File: src/rtl/cpu_pkg.sv
// Shared CPU definitions: control-word layout and opcode encodings,
// common to the sequencer and the datapath.
package cpu_pkg;

   localparam int unsigned CTRL_W = 12;

   localparam int unsigned CTL_HLT       = 11;
   localparam int unsigned CTL_PC_INC    = 10;
   localparam int unsigned CTL_PC_EN     = 9;
   localparam int unsigned CTL_MAR_LOAD  = 8;
   localparam int unsigned CTL_MEM_EN    = 7;
   localparam int unsigned CTL_IR_LOAD   = 6;
   localparam int unsigned CTL_IR_EN     = 5;
   localparam int unsigned CTL_A_LOAD    = 4;
   localparam int unsigned CTL_A_EN      = 3;
   localparam int unsigned CTL_B_LOAD    = 2;
   localparam int unsigned CTL_ADDER_SUB = 1;
   localparam int unsigned CTL_ADDER_EN  = 0;

   typedef enum logic [3:0] {
      OP_LDA = 4'h0,
      OP_ADD = 4'h1,
      OP_SUB = 4'h2,
      OP_HLT = 4'hF
   } opcode_e;

endpackage

File: src/rtl/cpu_datapath_if.sv
// Sequencer/loader <-> datapath signal bundle; master drives control and
// program-load, slave is the datapath.
interface cpu_datapath_if #(
   parameter int unsigned ADDR_W = 4,
   parameter int unsigned DATA_W = 8
);
   import cpu_pkg::*;

   logic [CTRL_W-1:0] ctrl;
   logic              prog_we;
   logic [ADDR_W-1:0] prog_addr;
   logic [DATA_W-1:0] prog_data;
   logic [3:0]        opcode;
   logic [DATA_W-1:0] a_out;
   logic [DATA_W-1:0] bus_out;
   logic              flag_c;
   logic              flag_z;
   logic              halted;
   logic              bus_conflict;

   modport master (
      output ctrl, prog_we, prog_addr, prog_data,
      input  opcode, a_out, bus_out, flag_c, flag_z, halted, bus_conflict
   );

   modport slave (
      input  ctrl, prog_we, prog_addr, prog_data,
      output opcode, a_out, bus_out, flag_c, flag_z, halted, bus_conflict
   );
endinterface

File: src/rtl/cpu_alu.sv
// Combinational adder/subtractor; for subtraction carry=1 means a >= b.
module cpu_alu #(
   parameter int unsigned DATA_W = 8
) (
   input  logic [DATA_W-1:0] a,
   input  logic [DATA_W-1:0] b,
   input  logic              sub,
   output logic [DATA_W-1:0] sum,
   output logic              carry,
   output logic              zero
);
   logic [DATA_W-1:0] b_opnd;

   always_comb begin
      b_opnd       = sub ? ~b : b;
      {carry, sum} = {1'b0, a} + {1'b0, b_opnd} + {{DATA_W{1'b0}}, sub};
      zero         = (sum == '0);
   end
endmodule

File: src/rtl/cpu_datapath.sv
// Execution side of the 8-bit CPU: PC, MAR, RAM, IR, A, B, ALU and the
// shared bus, driven by one control word per cycle.
module cpu_datapath
   import cpu_pkg::*;
#(
   parameter int unsigned ADDR_W = 4,
   parameter int unsigned DATA_W = 8,
   parameter int unsigned DEPTH  = 16
) (
   input logic          clk,
   input logic          rst,
   cpu_datapath_if.slave dp
);
   logic [ADDR_W-1:0] pc;
   logic [ADDR_W-1:0] mar;
   logic [DATA_W-1:0] ir;
   logic [DATA_W-1:0] a;
   logic [DATA_W-1:0] b;
   logic              flag_c;
   logic              flag_z;
   logic              halted;
   logic              bus_conflict;
   logic [DATA_W-1:0] ram [DEPTH];

   logic [DATA_W-1:0] bus;
   logic [DATA_W-1:0] sum;
   logic              carry;
   logic              zero;
   logic              multi_drv;
   logic [CTRL_W-1:0] c;

   assign c = dp.ctrl;

   cpu_alu #(.DATA_W(DATA_W)) u_alu (
      .a     (a),
      .b     (b),
      .sub   (c[CTL_ADDER_SUB]),
      .sum   (sum),
      .carry (carry),
      .zero  (zero)
   );

   always_comb begin
      bus = '0;
      if (c[CTL_PC_EN])         bus = DATA_W'(pc);
      else if (c[CTL_MEM_EN])   bus = ram[mar];
      else if (c[CTL_IR_EN])    bus = DATA_W'(ir[ADDR_W-1:0]);
      else if (c[CTL_A_EN])     bus = a;
      else if (c[CTL_ADDER_EN]) bus = sum;
      multi_drv = $countones({c[CTL_PC_EN], c[CTL_MEM_EN], c[CTL_IR_EN],
                              c[CTL_A_EN], c[CTL_ADDER_EN]}) > 1;
   end

   // Program-load port is independent of halt and reset.
   always_ff @(posedge clk) begin
      if (dp.prog_we) ram[dp.prog_addr] <= dp.prog_data;
   end

   always_ff @(posedge clk or posedge rst) begin
      if (rst) begin
         pc           <= '0;
         mar          <= '0;
         ir           <= '0;
         a            <= '0;
         b            <= '0;
         flag_c       <= 1'b0;
         flag_z       <= 1'b0;
         halted       <= 1'b0;
         bus_conflict <= 1'b0;
      end else if (!halted) begin
         if (c[CTL_HLT])      halted <= 1'b1;
         if (multi_drv)       bus_conflict <= 1'b1;
         if (c[CTL_PC_INC])   pc <= pc + 1'b1;
         if (c[CTL_MAR_LOAD]) mar <= bus[ADDR_W-1:0];
         if (c[CTL_IR_LOAD])  ir <= bus;
         if (c[CTL_B_LOAD])   b <= bus;
         // A driving the bus into itself is a no-op even if a higher-priority source wins.
         if (c[CTL_A_LOAD] && !c[CTL_A_EN]) a <= bus;
         if (c[CTL_A_LOAD] && c[CTL_ADDER_EN]) begin
            flag_c <= carry;
            flag_z <= zero;
         end
      end
   end

   assign dp.opcode       = ir[DATA_W-1 -: 4];
   assign dp.a_out        = a;
   assign dp.bus_out      = bus;
   assign dp.flag_c       = flag_c;
   assign dp.flag_z       = flag_z;
   assign dp.halted       = halted;
   assign dp.bus_conflict = bus_conflict;
endmodule

File: src/flat_wrapper.sv
// flat-port wrapper written by rule: the top's interface ports become plain ports
module cpu_datapath_flat import cpu_pkg::*;
#(
   parameter int unsigned ADDR_W = 4,
   parameter int unsigned DATA_W = 8,
   parameter int unsigned DEPTH  = 16
)
  (clk, rst, dp_ctrl, dp_prog_we, dp_prog_addr, dp_prog_data, dp_opcode, dp_a_out, dp_bus_out, dp_flag_c, dp_flag_z, dp_halted, dp_bus_conflict);
  cpu_datapath_if #(.ADDR_W(ADDR_W), .DATA_W(DATA_W)) dp_i ();
  input logic clk;
  input logic rst;
  input wire logic [$bits(dp_i.ctrl)-1:0] dp_ctrl;
  input wire logic [$bits(dp_i.prog_we)-1:0] dp_prog_we;
  input wire logic [$bits(dp_i.prog_addr)-1:0] dp_prog_addr;
  input wire logic [$bits(dp_i.prog_data)-1:0] dp_prog_data;
  output wire logic [$bits(dp_i.opcode)-1:0] dp_opcode;
  output wire logic [$bits(dp_i.a_out)-1:0] dp_a_out;
  output wire logic [$bits(dp_i.bus_out)-1:0] dp_bus_out;
  output wire logic [$bits(dp_i.flag_c)-1:0] dp_flag_c;
  output wire logic [$bits(dp_i.flag_z)-1:0] dp_flag_z;
  output wire logic [$bits(dp_i.halted)-1:0] dp_halted;
  output wire logic [$bits(dp_i.bus_conflict)-1:0] dp_bus_conflict;
  assign dp_i.ctrl = dp_ctrl;
  assign dp_i.prog_we = dp_prog_we;
  assign dp_i.prog_addr = dp_prog_addr;
  assign dp_i.prog_data = dp_prog_data;
  assign dp_opcode = dp_i.opcode;
  assign dp_a_out = dp_i.a_out;
  assign dp_bus_out = dp_i.bus_out;
  assign dp_flag_c = dp_i.flag_c;
  assign dp_flag_z = dp_i.flag_z;
  assign dp_halted = dp_i.halted;
  assign dp_bus_conflict = dp_i.bus_conflict;
  cpu_datapath #(.ADDR_W(ADDR_W), .DATA_W(DATA_W), .DEPTH(DEPTH)) u_core (.clk(clk), .rst(rst), .dp(dp_i));
endmodule
File: config.mk
export PLATFORM = sky130hd
export DESIGN_NAME = cpu_datapath_flat
export DESIGN_NICKNAME = d
export VERILOG_FILES = /design/src/rtl/cpu_pkg.sv /design/src/rtl/cpu_datapath_if.sv /design/src/rtl/cpu_alu.sv /design/src/rtl/cpu_datapath.sv /design/src/flat_wrapper.sv
export SDC_FILE = /design/constraint.sdc
export NUM_CORES = 1
export LEC_CHECK = 0
export BUFFER_PORTS_ARGS = -buffer_cell sky130_fd_sc_hd__buf_2
export CORE_AREA = 2 2 148 150
export DETAILED_ROUTE_END_ITERATION = 6
export DIE_AREA = 0 0 150 152
export PLACE_DENSITY_LB_ADDON = 0.05
export SKIP_LAST_GASP = 1
export SYNTH_ARGS = -nofsm -noshare
export SYNTH_HDL_FRONTEND = slang
export SYNTH_SLANG_ARGS = --single-unit
File: constraint.sdc
create_clock -name clk -period 3.5 [get_ports clk]
set_clock_uncertainty 0.1 [all_clocks]
set_input_delay 0.7 -clock clk [delete_from_list [all_inputs] [get_ports clk]]
set_output_delay 0.7 -clock clk [all_outputs]
set_load 0.02 [all_outputs]
==> results.toml <==
[global_routing]
met1_usage = 0.230
grt_busiest_layer = "met2"
grt_max_degree = 23
met2_usage = 0.286
grt_pass1_vias = 4606
antenna_found_initial = 0
gr-usage-all-layers = 0.172
grt_overflow = 0
met3_usage = 0.0294
grt_pass1_wl_um = 28300

[layout]
antennaDiodeCount = 0
fill_cells = 2018
design_area_um2 = 9030
final_cell_count_no_fill = 876
final_util = 0.423
final_cell_mix = "edfxtp_1 (128), buf_4 (56), buf_2 (47)"
syn_to_final_growth_pct = 23.3
register_area_um2 = 4750
drive_above_1_share = 0.357
final_net_count = 624
final_common_cell = "edfxtp_1"
multiInputGateArea_um2 = 2490

[cts]
hold_buffers = 0
cts_buffers = 17
cts.sinks = 164
clockBufferDepth = 2
clock_latency_ns = 0.42
clk_pin_slew_ns = 0.07
root_buffer = "clkbuf_16"
cts_tree = "built"
htreeDepth = 4

[worst_setup_path]
cp.arrival_ns = 2.61
cp_data_required_time_ns = 2.70
critPathLaunchType = "register"
worstPathMaxFanout = 7
crit_type = "register to primary output"
end_kind = "primary output"

[sta]
report.final.slew_viol_count = 0
slew-limit-headroom = 0.405
rsz0062_at_grt = "true"
finalHoldViolCount = 0
clock.fmax_ghz = 0.293
layout_worst_path_cycle_share = 0.974
fin_ws_ns = 0.0899
max_slew.worst_pin.slew_ns = 0.892
setup_viol = 0
period_minus_slack_ns = 3.41

[placement]
placed_cell_area_um2 = 8160
dp_slack_ns = -0.0364
placed_cells = 831
hpwlAfterDp_um = 13000
gp_congestion = 0.813
io_buffers = 50

[yosys]
yosys_warnings = 0
synth-edff-count = 128
netlist-cell-type-count = 62
synthArstFlopShare = 0.220
synth_nets = 520
ys_seq_area_frac = 0.648
synth_largest_area_cell = "edfxtp_1"
ys_dominant_reg_cell = "edfxtp_1"
syn-cell-area_um2 = 7320
syn_inst = 479
ys_ff_latch = 164
synth_top_area_frac = 0.525
synth_area_leaders = "edfxtp_1 (52%), dfrtp_1 (12%), mux4_2 (10%), nand2_1 (2.2%), ha_1 (2.1%)"
syn_area_per_cell_um2 = 15.3

[drt]
drc = 0
wl_per_cell_um = 21.8
num_vias = 4429
postRouteAntennaNets = 0
post_drt_via_cell_ratio = 5.06
wl_um = 19100
first_pass_iters = 6
drt_iter0_markers = 238

[floorplanning]
core_um2 = 21400
num_io_pins = 51
rows = 54
die_w_um = 150
die_h_um = 152
initial_core_util = 0.343
dieArea_um2 = 22800

[job]
maxCapViolCount = 0

[power_and_ir_drop]
p_leak_nw = 3.35
ir_drop_mv = 0.345
powerDensity_nw_per_um2 = 534
p_total_mw = 4.83

[status]
status = "complete, no violations"

[min_path]
hp-class = "input pin to async pin"
-- worst max-delay path, cell delays in order, from the launching register on --
cell and delay, ns:
dfrtp_2 0.47, buf_12 0.17, mux4_2 0.51, mux4_2 0.51
and2_1 0.19, inv_2 0.09, nand2_1 0.06, buf_2 0.17
-- cells in the mapped netlist (4+ instances only) --
master / count
edfxtp_1: 128
nand2_1: 42
dfrtp_1: 36
mux4_2: 34
nor2_1: 22
o21ai_0: 16
inv_1: 13
o21ai_1: 13
ha_1: 12
nor2b_1: 11
xor2_1: 11
clkbuf_1: 9
a31oi_1: 8
mux2_2: 8
buf_2: 7
mux2i_1: 7
nand2b_1: 7
a21oi_1: 6
nor3_1: 6
buf_4: 5
nand3b_1: 5
nor3b_1: 5
xnor2_1: 5
and2_1: 4
o31ai_1: 4
-- through the flow --
stage | TNS (ns) | hold slack, ns
detailed placement | -0.0499 | 0.366
global route | -0.0474 | 0.356
global placement | -0.0258 | 0.362
CTS | 0 | 0.355
floorplan | 0 | 0.338
finish | 0 | 0.356
-- logic make-up (layout without fill, tap and decap cells) --
family,Yosys count,count (layout),synth area share
simple gates,125,125,0.0909
compound gates,71,71,0.0632
buf+inv,40,157,0.0265
fa+ha+maj,14,14,0.0260
flops,164,164,0.648
mux,49,49,0.126
xor+xnor,16,16,0.0191
-- power breakdown --
| group | switching (mW) | internal, mW | total (mW) |
|---|---|---|---|
| combinational | 0.378 | 0.357 | 0.735 |
| sequential | 0.0547 | 2.17 | 2.23 |
| clock | 0.849 | 1.01 | 1.86 |
-- area by class of cell --
cell class,count,area share
clock buffers,17,0.0471
well taps,280,0.0388
multi-input cells,275,0.275
flip-flops and latches,164,0.526
repair buffers,111,0.0889
clock inverters,15,0.0183
inverters,14,0.00582
-- registers in the layout, summed over array words and instances, names as in the netlist --
| name | count |
|---|---|
| u_core.b | 8 |
| u_core.dp.a_out | 8 |
| u_core.dp.bus_conflict | 1 |
| u_core.dp.flag_c | 1 |
| u_core.dp.flag_z | 1 |
| u_core.dp.halted | 1 |
| u_core.ir | 8 |
| u_core.mar | 4 |
| u_core.pc | 4 |
| u_core.ram | 128 |
-- final timing paths --
kind / endpoint / slack (ns) / from / depth (start not counted)
min in group clk: u_core.dp.halted / 0.37 / dp_ctrl[11] / 2
min: u_core.pc[2] / 0.36 / rst / 2
max reg2reg: u_core.ir[3] / 1.05 / u_core.mar[0] / 8
max in group asynchronous: u_core.dp.a_out[4] / 2.17 / rst / 3
min reg2reg: u_core.pc[3] / 0.37 / u_core.pc[3] / 1
max: dp_bus_out[7] / 0.09 / u_core.mar[0] / 7
-- layer usage --
| metal | wire length (um) | part of all wire | vias to the layer above |
|---|---|---|---|
| met3 | 576 | 0.030 | 18 |
| met4 | 248 | 0.013 | 0 |
| met5 | 0 | 0 | - |
| met1 | 8430 | 0.44 | 2269 |
| met2 | 9830 | 0.51 | 85 |
| li1 | - | - | 2057 |
-- repair_timing --
| item | 4_1_cts | 5_1_grt |
|---|---|---|
| endpoints found under the setup margin | 6 | 8 |
| buffers inserted | 5 | 5 |
| pin swaps | 2 | 8 |
| cloned | 1 | 2 |
| gates resized for setup | 4 | 25 |
No activity file was read; power rests on OpenSTA's default activity.
